<file path="src/rtl/master_rx_port.sv">
// Master-side serial receive port: handshakes each burst word with the slave,
// deserialises it and buffers it in a small first-word-fall-through FIFO.
module master_rx_port #(
  parameter int DATA_LEN   = 8,
  parameter int BURST_W    = 12,
  parameter int FIFO_DEPTH = 4,
  parameter int MSB_FIRST  = 0,
  parameter int TIMEOUT    = 255
) (
  input  logic                          clk,
  input  logic                          reset,
  input  logic                          tx_done,
  input  logic [1:0]                    instruction,
  input  logic [BURST_W-1:0]            burst_num,
  input  logic                          slave_valid,
  input  logic                          rx_data,
  output logic                          master_ready,
  output logic                          out_valid,
  output logic [DATA_LEN-1:0]           out_data,
  input  logic                          out_ready,
  output logic [$clog2(FIFO_DEPTH):0]   fifo_count,
  output logic                          rx_done,
  output logic                          rx_timeout
);

  localparam int IDX_W  = $clog2(DATA_LEN);
  localparam int PTR_W  = $clog2(FIFO_DEPTH);
  localparam int CNT_W  = PTR_W + 1;
  localparam int WAIT_W = (TIMEOUT > 1) ? $clog2(TIMEOUT) : 1;

  localparam logic [IDX_W-1:0]  LAST_IDX  = IDX_W'(DATA_LEN - 1);
  localparam logic [CNT_W-1:0]  FULL_CNT  = CNT_W'(FIFO_DEPTH);
  localparam logic [WAIT_W-1:0] WAIT_LAST = WAIT_W'((TIMEOUT > 0) ? TIMEOUT - 1 : 0);
  localparam logic [1:0]        OP_READ   = 2'b11;

  typedef enum logic [1:0] {
    IDLE,
    HANDSHAKE,
    RECEIVE
  } state_t;

  state_t              state;
  state_t              state_next;
  logic [BURST_W-1:0]  words_left;
  logic [IDX_W-1:0]    bit_idx;
  logic [IDX_W-1:0]    bit_pos;
  logic [DATA_LEN-1:0] rx_word;
  logic [DATA_LEN-1:0] word_next;
  logic [WAIT_W-1:0]   wait_cnt;

  logic [DATA_LEN-1:0] mem [FIFO_DEPTH];
  logic [PTR_W-1:0]    wr_ptr;
  logic [PTR_W-1:0]    rd_ptr;
  logic [CNT_W-1:0]    count;

  logic start;
  logic xfer;
  logic last_bit;
  logic push;
  logic pop;
  logic timed_out;

  assign start        = (state == IDLE) && tx_done && (instruction == OP_READ);
  assign master_ready = (state == HANDSHAKE) && (count < FULL_CNT);
  assign xfer         = master_ready && slave_valid;
  assign last_bit     = (state == RECEIVE) && (bit_idx == LAST_IDX);
  assign push         = last_bit;
  assign pop          = out_valid && out_ready;
  assign timed_out    = (TIMEOUT != 0) && (state == HANDSHAKE) && !xfer &&
                        (wait_cnt == WAIT_LAST);

  // Serial bit i lands at [i] or, for MSB-first links, at [DATA_LEN-1-i].
  assign bit_pos = (MSB_FIRST != 0) ? (LAST_IDX - bit_idx) : bit_idx;

  always_comb begin
    // NOTE: every output of a combinational block gets a default first so no latch is inferred.
    word_next          = rx_word;
    word_next[bit_pos] = rx_data;
  end

  always_comb begin
    state_next = state;
    unique case (state)
      IDLE:      if (start) state_next = HANDSHAKE;
      HANDSHAKE: begin
        if (xfer)           state_next = RECEIVE;
        else if (timed_out) state_next = IDLE;
      end
      RECEIVE:   if (last_bit) state_next = (words_left == '0) ? IDLE : HANDSHAKE;
      default:   state_next = IDLE;
    endcase
  end

  // NOTE: sequential state is only ever written with non-blocking assignments.
  always_ff @(posedge clk or negedge reset) begin
    if (!reset) state <= IDLE;
    else        state <= state_next;
  end

  always_ff @(posedge clk or negedge reset) begin
    if (!reset) begin
      words_left <= '0;
      bit_idx    <= '0;
      rx_word    <= '0;
      wait_cnt   <= '0;
      rx_done    <= 1'b0;
      rx_timeout <= 1'b0;
    end else begin
      rx_done    <= last_bit && (words_left == '0);
      rx_timeout <= timed_out;

      if (start)
        words_left <= burst_num;
      else if (last_bit && (words_left != '0))
        words_left <= words_left - BURST_W'(1);

      if (xfer) begin
        bit_idx <= '0;
        rx_word <= '0;
      end else if (state == RECEIVE) begin
        rx_word <= word_next;
        if (!last_bit) bit_idx <= bit_idx + IDX_W'(1);
      end

      // Leaving HANDSHAKE clears the counter, so every entry starts from zero.
      if ((state != HANDSHAKE) || xfer)
        wait_cnt <= '0;
      else if ((TIMEOUT != 0) && !timed_out)
        wait_cnt <= wait_cnt + WAIT_W'(1);
    end
  end

  // NOTE: word storage has no reset; out_data is forced to zero while the FIFO is empty instead.
  always_ff @(posedge clk) begin
    if (push) mem[wr_ptr] <= word_next;
  end

  always_ff @(posedge clk or negedge reset) begin
    if (!reset) begin
      wr_ptr <= '0;
      rd_ptr <= '0;
      count  <= '0;
    end else begin
      if (push) wr_ptr <= wr_ptr + PTR_W'(1);
      if (pop)  rd_ptr <= rd_ptr + PTR_W'(1);
      unique case ({push, pop})
        2'b10:   count <= count + CNT_W'(1);
        2'b01:   count <= count - CNT_W'(1);
        default: count <= count;
      endcase
    end
  end

  assign out_valid  = (count != '0);
  assign out_data   = out_valid ? mem[rd_ptr] : '0;
  assign fifo_count = count;

endmodule

</file>
<file path="config.mk">
export PLATFORM = sky130hd
export DESIGN_NAME = master_rx_port
export DESIGN_NICKNAME = d
export VERILOG_FILES = /design/src/rtl/master_rx_port.sv
export SDC_FILE = /design/constraint.sdc
export NUM_CORES = 1
export LEC_CHECK = 0
export CAP_MARGIN = 20
export CORE_MARGIN = 2
export CORE_UTILIZATION = 40
export DETAILED_ROUTE_END_ITERATION = 7
export SETUP_SLACK_MARGIN = 0.1
export SYNTH_ARGS = -nofsm -noshare
export SYNTH_HDL_FRONTEND = slang
export SYNTH_SLANG_ARGS = --single-unit
export TNS_END_PERCENT = 1
</file>
<file path="constraint.sdc">
create_clock -name clk -period 5.4 [get_ports clk]
set_clock_uncertainty 0.1 [all_clocks]
set_input_delay 1.62 -clock clk [delete_from_list [all_inputs] [get_ports clk]]
set_output_delay 1.62 -clock clk [all_outputs]
set_load 0.01 [all_outputs]
</file>
* Word level (Yosys, flattened, before mapping)
Memories as Yosys holds them, arrays and structs flattened.
Cells that the tools add are included.
W data, S select, Z words.
** Word-level totals
- Register bits :: 42
- Latch bits :: 0
- RAM bits :: 32
- Memory bits (read-only) :: 0
- Input port bits :: 20
- Output and inout bits :: 15
- Word-level logic and storage cells :: 78
- Memories kept :: 1
** Memories
- mem :: words 4, bits a word 8, read ports 1, clocked after memory_dff 0, write ports 1, line 51 : logic [DATA_LEN-1:0] mem [FIFO_DEPTH];
** Cells by class
- Add/sub/neg operators :: 7
- $mul :: 0
- Div/mod/pow operators :: 0
- $lt $le $gt $ge :: 3
- Equal/unequal tests :: 13
- Shift-type cells :: 0
- Mux-type cells :: 22
- Bitwise gates (word level) :: 0
- Reductions and logical operators :: 22
** Operators by type and width (number)
- $mux W8 :: 5
- $mux W12 :: 2
- $logic_not A12 Y1 :: 1
- $reduce_bool A12 Y1 :: 1
- $sub A12 B1 Y12 const B :: 1
- $logic_and A1 B1 Y1 :: 11
- $mux W3 :: 3
- $add A8 B1 Y8 const B :: 1
- $bwmux W8 :: 1
- $eq A8 B8 Y1 const B :: 1
- $mux W2 :: 4
- $add A3 B1 Y3 const B :: 2
- $eq A2 B2 Y1 const B :: 3
- $ne A2 B2 Y1 const B :: 3
- $pmux W2 S3 :: 1
- $pmux W3 S2 :: 1
- $reduce_bool A2 Y1 :: 3
- $add A2 B1 Y2 const B :: 2
- $eq A2 B1 Y1 const B :: 2
- $lt A3 B4 Y1 const B :: 1
- $mux W1 :: 4
- $ne A2 B1 Y1 const B :: 2
- $demux W1 S3 :: 1
- $eq A3 B3 Y1 const B :: 1
- 10 further kinds :: 10

* Depth between registers and ports, before layout
Gate-level depths: netlist of the first run.
- Word-level depth :: 9
- Depth in mapped cells :: 11
- Mapped depth without buffers :: 10

* Worst setup path after synthesis of the first run
Ideal clock, no wire load.
- Kind :: register to output
- Start :: register rd_ptr[0]
- End :: output out_data[0]
- Arrival time :: 1.263 ns
- Path slack :: 2.417 ns
- Cell stages (with the launch flop) :: 4
- Path buffers :: 1
- Path through :: dfrtp_1 > buf_2 > mux4_2 > and2_1
** On the way
- Cells in the longest elaborated chain, start to end :: 2
** Ends and longest elaborated chain
- start: declaration :: line 53 : logic [PTR_W-1:0] rd_ptr;
- start signal: assignment :: line 145 : if (pop) rd_ptr <= rd_ptr + PTR_W'(1);
- $mem_v2 Z4 W8
- $mux W8 :: line 155 : assign out_data = out_valid ? mem[rd_ptr] : '0;
- end: declaration :: line 19 : output logic [DATA_LEN-1:0] out_data,
Every way passes these cells.

* Final worst setup path of the first run
- Start :: register rd_ptr[0]
- End :: output out_data[3]
Same word-level chain as after synthesis.

==> impl_metrics.csv, run 1 <==
group,metric,value,unit
synthesis,synthXorXnorAreaFrac,0.0319,
synthesis,synth_cell_types,49,
route,viasPerCell,5.21,
worst_setup_path,required,3.68,ns
worst_setup_path,cp_num_buf_inv,1,
timing,setup_viol,0,
cells_and_area,diodes,0,
synthesis,seq_area_frac_synth,0.564,
timing,rsz0062_at_grt,"no",
clocking,clk_latency,0.34,ns
synthesis,synthTopCellsByCount,"dfrtp_1 (42), edfxtp_1 (32), nand2_1 (28)",
clocking,post_cts_buffers,0,
worst_setup_path,criticalPathCategory,"flop to primary output",
global_route,use_met3,0.0461,
synthesis,synth.mux.area_fraction,0.0785,
worst_setup_path,r2r_start,"bit_idx[0]",
timing,finalMaxSlewViolations,0,
route,drtIter0Drc,149,
timing,fin_crit_sh,0.745,
synthesis,postSynthCellCount,302,
placement,detailed_place_hpwl,4.47,mm
floorplanning,die_h,98.5,um
placement,gp_congestion,0.725,
synthesis,synth_top_cell_by_area,"dfrtp_1",
hold_path,hold_depth,2,
worst_setup_path,worst_ep_arrival_time,2.31,ns
synthesis,synth_area_leaders,"dfrtp_1 (29%), edfxtp_1 (27%), mux4_2 (5.0%)",
clocking,cts.sinks,74,
synthesis,synth_compound_area_frac,0.0740,
timing,max_freq,248,MHz
worst_setup_path,start_kind,"flop",
floorplanning,rows,34,
synthesis,async_flop_share,0.568,
route,wirelength,6.77,mm
clocking,root_buffer,"clkbuf_8",
cells_and_area,nets,365,
global_route,grt-ovfl-total,0,
hold_path,hp-start,"rx_word[7]",
power_and_ir_drop,p_leak,1.61,nW
timing,hold_viol,0,
synthesis,synth.most_common_cell,"dfrtp_1",
worst_setup_path,crit_cells,3,
clocking,htreeDepth,3,
route,wl_per_cell,15.2,um
synthesis,syn_area_per_cell,11.8,um2
synthesis,ys.flop_type,"dfrtp_1",
worst_setup_path,critPathMaxFanout,10,
synthesis,synth_top_family_by_area,"simple AND/OR/NAND/NOR gates",
floorplanning,initial_core_util,0.411,
global_route,grt_max_degree,43,
route,ant_nets,0,
clocking,clkTransAtPathRegs,0.08,ns
clocking,clk_path_buf_depth,2,
run_status,status,"finished, final reports clean",
worst_setup_path,cp_cell_sequence,"mux4_2 > and2_1 > clkdlybuf4s50_1",
synthesis,synth_top_area_share,0.295,
route,dr.pass1.iters,4,
floorplanning,die_w,98.5,um
route,drc,0,
timing,tightestPinTransition,0.990,ns
worst_setup_path,critPathCaptureType,"primary output",
global_route,met1_usage,0.204,
floorplanning,dieArea,0.00969,mm2
global_route,grt-busiest-layer,"met2",
worst_setup_path,crit_family,"flip-flops",
clocking,cts-hold-fix-buffers,0,
synthesis,synth_edf_count,32,
power_and_ir_drop,p_per_area,492,mW/mm2
timing,setup_tns,0,ns
synthesis,ys_ff_latch,74,
global_route,use_met2,0.230,
global_route,grt_pass1_wl,11.4,mm
worst_setup_path,cp_slowest_cell,"dfrtp_1",
synthesis,synth.net_count,334,
hold_path,hp-class,"flop to flop",
cells_and_area,drive_gt1_frac,0.104,
cells_and_area,n_fill_cell,814,
worst_setup_path,worstSetupStartpoint,"rd_ptr[0]",
route,vias,2323,
global_route,grt_pass1_vias,2269,
synthesis,synth_area,0.00357,mm2
floorplanning,fp.coreArea,0.00868,mm2
timing,fin_crit,4.03,ns
cells_and_area,finalCoreUtilization,0.483,
global_route,antenna_found_initial,0,
worst_setup_path,reg2reg_depth,7,
timing,max_slew_margin,0.339,
floorplanning,io_pins,35,
synthesis,yosys.area_share.simple,0.174,
placement,portBuffers,34,
synthesis,synth_fa_ha_area_frac,0.0442,
synthesis,yosysWarnings,0,
power_and_ir_drop,vdd_drop_max,177,uV
global_route,grt_util_all_layers,0.151,
worst_setup_path,cpPeakStageDelay,0.75,ns
cells_and_area,syn_to_final_growth,17.5,%
clocking,cts.repair.resized,0,
run,drv_cap,0,
clocking,cts_buffers,9,
clocking,cts_tree,"yes",
[registers in the layout, summed over array words and instances (netlist names)]
signal	flops
rx_done	1
wait_cnt	8
state	2
rx_timeout	1
bit_idx	3
rx_word	8
mem	32
rd_ptr	2
words_left	12
fifo_count	3
wr_ptr	2
[metal layers]
layer	wire length (um)	vias to the layer above
met5	0	-
met4	36	0
met3	242	2
met2	3250	40
met1	3240	1129
li1	-	1152
[area by class of cell]
| class | count | area, um2 | share of cell area |
|---|---|---|---|
| multi-input cells | 200 | 1440 | 0.343 |
| inverters | 14 | 55.1 | 0.0131 |
| clock inverters | 6 | 90.1 | 0.0215 |
| well taps | 108 | 135 | 0.0322 |
| repair buffers | 34 | 335 | 0.0800 |
| clock buffers | 10 | 128 | 0.0304 |
| flip-flops and latches | 74 | 2010 | 0.480 |
[cells by family after synthesis]
family	after synthesis
compound gates	38
buf+inv	28
simple gates	120
mux	17
fa+ha+maj	12
flops	74
xor+xnor	13
[per-stage QoR]
| step | instances | hold slack, ns | power (mW) | setup slack, ns | cell area (um2) |
|---|---|---|---|---|---|
| floorplan | 302 | 0.387 | 1.36 | 2.42 | 3570 |
| global placement | 430 | 0.406 | 1.59 | 1.73 | 3980 |
| detailed placement | 430 | 0.414 | 1.61 | 1.70 | 3980 |
| CTS | 446 | 0.425 | 2.09 | 1.31 | 4190 |
| global route | 446 | 0.457 | 2.21 | 1.23 | 4190 |
| finish | 446 | 0.423 | 2.06 | 1.37 | 4190 |
[placed cells by master (no fill, tap or decap), types with 9 or more instances in the layout]
master,Yosys,routed
and2_1,15,15
nand3_1,10,10
clkbuf_8,0,9
edfxtp_1,32,32
clkdlybuf4s50_1,0,33
dfrtp_1,42,42
nand2_1,28,28
nor2_1,27,27
ha_1,11,11
inv_1,13,13
[power by group]
| part | total [mW] | switching [mW] | internal (mW) |
|---|---|---|---|
| registers | 0.897 | 0.155 | 0.742 |
| logic | 0.692 | 0.326 | 0.366 |
| clock network | 0.473 | 0.211 | 0.262 |
| total | 2.06 | 0.692 | 1.37 |
[tightest hold or removal path, stage by stage (launching register included)]
cell and delay, ns:
dfrtp_1 0.38, nand2_1 0.06, a21oi_1 0.05
[worst paths after layout]
check                      slack, ns       endpoint
max                             1.37    out_data[3]
min                             0.42     rx_word[7]
max reg2reg                     2.58  words_left[5]
min reg2reg                     0.42     rx_word[7]
max in group asynchronous       3.29    wait_cnt[4]
min in group asynchronous       1.32  fifo_count[0]
No activity file was read; power rests on OpenSTA's default activity.
==> run 2: changes to the inputs <==
clock period = 3.6 ns   (was 5.4 ns; I/O delays follow)
==> impl_metrics.csv, run 2 (synthesized netlist as in run 1, its figures left out) <==
group,metric,value,unit
cells_and_area,mostFrequentLayoutCell,"dfrtp_1",
cells_and_area,diodes,0,
cells_and_area,syn_to_final_growth,16.8,%
clocking,cts-hold-fix-buffers,0,
route,vias,2335,
floorplanning,dieArea,0.00969,mm2
clocking,htreeDepth,3,
floorplanning,die_w,98.5,um
route,dr.pass1.iters,4,
global_route,grt_pass1_wl,11.3,mm
cells_and_area,final_cells,448,
cells_and_area,n_fill_cell,802,
global_route,grt_util_all_layers,0.145,
clocking,cts.sinks,74,
timing,max_slew_margin,0.365,
clocking,post_cts_buffers,0,
cells_and_area,top_register,"mem",
route,ant_nets,0,
floorplanning,die_h,98.5,um
placement,dp_slack,0.492,ns
timing,tightestPinTransition,0.953,ns
placement,detailed_place_hpwl,4.43,mm
clocking,cts_tree,"yes",
global_route,grt-ovfl-total,0,
clocking,cts.repair.resized,0,
cells_and_area,largest_reg_flops,32,
floorplanning,io_pins,35,
clocking,clkTransAtPathRegs,0.08,ns
route,wirelength,6.35,mm
worst_setup_path,start_kind,"flop",
run,drv_cap,0,
clocking,clk_path_buf_depth,2,
floorplanning,rows,34,
power_and_ir_drop,p_leak,1.60,nW
global_route,grt_max_degree,43,
route,wl_per_cell,14.2,um
timing,setup_viol,0,
clocking,cts_buffers,9,
placement,gp_congestion,0.756,
timing,fin_crit,3.26,ns
worst_setup_path,criticalPathCategory,"flop to primary output",
clocking,root_buffer,"clkbuf_8",
worst_setup_path,critPathCaptureType,"primary output",
power_and_ir_drop,vdd_drop_max,281,uV
timing,setup_tns,0,ns
cells_and_area,final_cell_mix,"dfrtp_1 (41), clkdlybuf4s50_1 (33), edfxtp_1 (32), nand2_1 (28), nor2_1 (27)",
worst_setup_path,required,2.42,ns
timing,fin_crit_sh,0.904,
power_and_ir_drop,finalPower,2.95,mW
timing,finalMaxSlewViolations,0,
global_route,antenna_found_initial,0,
global_route,grt_pass1_vias,2336,
cells_and_area,nets,367,
cells_and_area,drive_gt1_frac,0.115,
clocking,clk_latency,0.34,ns
floorplanning,fp.coreArea,0.00868,mm2
timing,worst_slack,0.344,ns
placement,placedCellCount,432,
cells_and_area,largestRegisters,"mem x32, words_left x12",
floorplanning,initial_core_util,0.411,
route,drc,0,
placement,portBuffers,34,
worst_setup_path,worst_ep_arrival_time,2.08,ns
route,drtIter0Drc,65,
timing,hold_viol,0,
hold_path,hp-class,"flop to flop",
route,viasPerCell,5.21,
run_status,status,"finished, final reports clean",
timing,max_freq,307,MHz
power_and_ir_drop,p_per_area,707,mW/mm2
worst_setup_path,critPathMaxFanout,10,
timing,holdWs,0.421,ns
timing,rsz0062_at_grt,"no",
## run 2: cell types whose count changed in the layout (fill, tap and decap cells not counted), sizes merged
cell | previous run | this run
buf | 1 | 3
inv | 15 | 16
clkbuf | 10 | 9
bufinv | 2 | 0
clkinv | 2 | 4
## run 2: worst paths after layout
| kind | start | end | slack (ns) | cells after the start |
|---|---|---|---|---|
| setup / recovery | rd_ptr[0] | out_data[6] | 0.34 | 3 |
| hold reg to reg | fifo_count[0] | fifo_count[0] | 0.42 | 1 |
| max in group asynchronous | reset | rd_ptr[0] | 1.98 | 1 |
| setup reg to reg | bit_idx[0] | words_left[11] | 0.94 | 7 |
| min in group asynchronous | reset | rd_ptr[1] | 0.78 | 1 |
| hold / removal | fifo_count[0] | fifo_count[0] | 0.42 | 1 |
## run 2: report_power, final
part / internal (mW) / leakage, nW / switching [mW] / total [mW]
clock network: 0.255 / 0.0900 / 0.318 / 0.573
logic: 0.552 / 0.687 / 0.482 / 1.03
registers: 1.11 / 0.824 / 0.225 / 1.34
total: 1.92 / 1.60 / 1.03 / 2.95
## run 2: layer usage
metal	wire length, um	part of all wire	track usage
met4	71	0.011	0.0485
met5	0	0	0
met1	3180	0.50	0.204
met3	257	0.040	0.0355
met2	2840	0.45	0.222
## run 2: stage by stage
stage | instance area (um2) | utilization
2_1_floorplan | 3570 | -
3_3_place_gp | 3990 | 0.460
3_5_place_dp | 3990 | 0.460
4_1_cts | 4170 | 0.480
5_1_grt | 4170 | 0.480
6_report | 4170 | 0.480
## run 2: final cells by class
type,count,area (um2),share of cell area
timing repair buffer,36,350,0.0841
clock buffer,9,124,0.0297
tap,108,135,0.0324
inverter,14,55.1,0.0132
clock inverter,7,52.6,0.0126
sequential,74,2010,0.483
multi-input combinational,200,1440,0.345
## run 2: worst max-delay path, cell delays in order, from the launching register on
cell and delay, ns:
dfrtp_2 0.56, mux4_2 0.54, and2_1 0.17, clkdlybuf4s50_1 0.47
==> run 3: changes to the inputs <==
HOLD_SLACK_MARGIN = 0.03   (was unset)
==> results of run 3 <==
Final layout, timing and power as in run 2 (identical DEF).
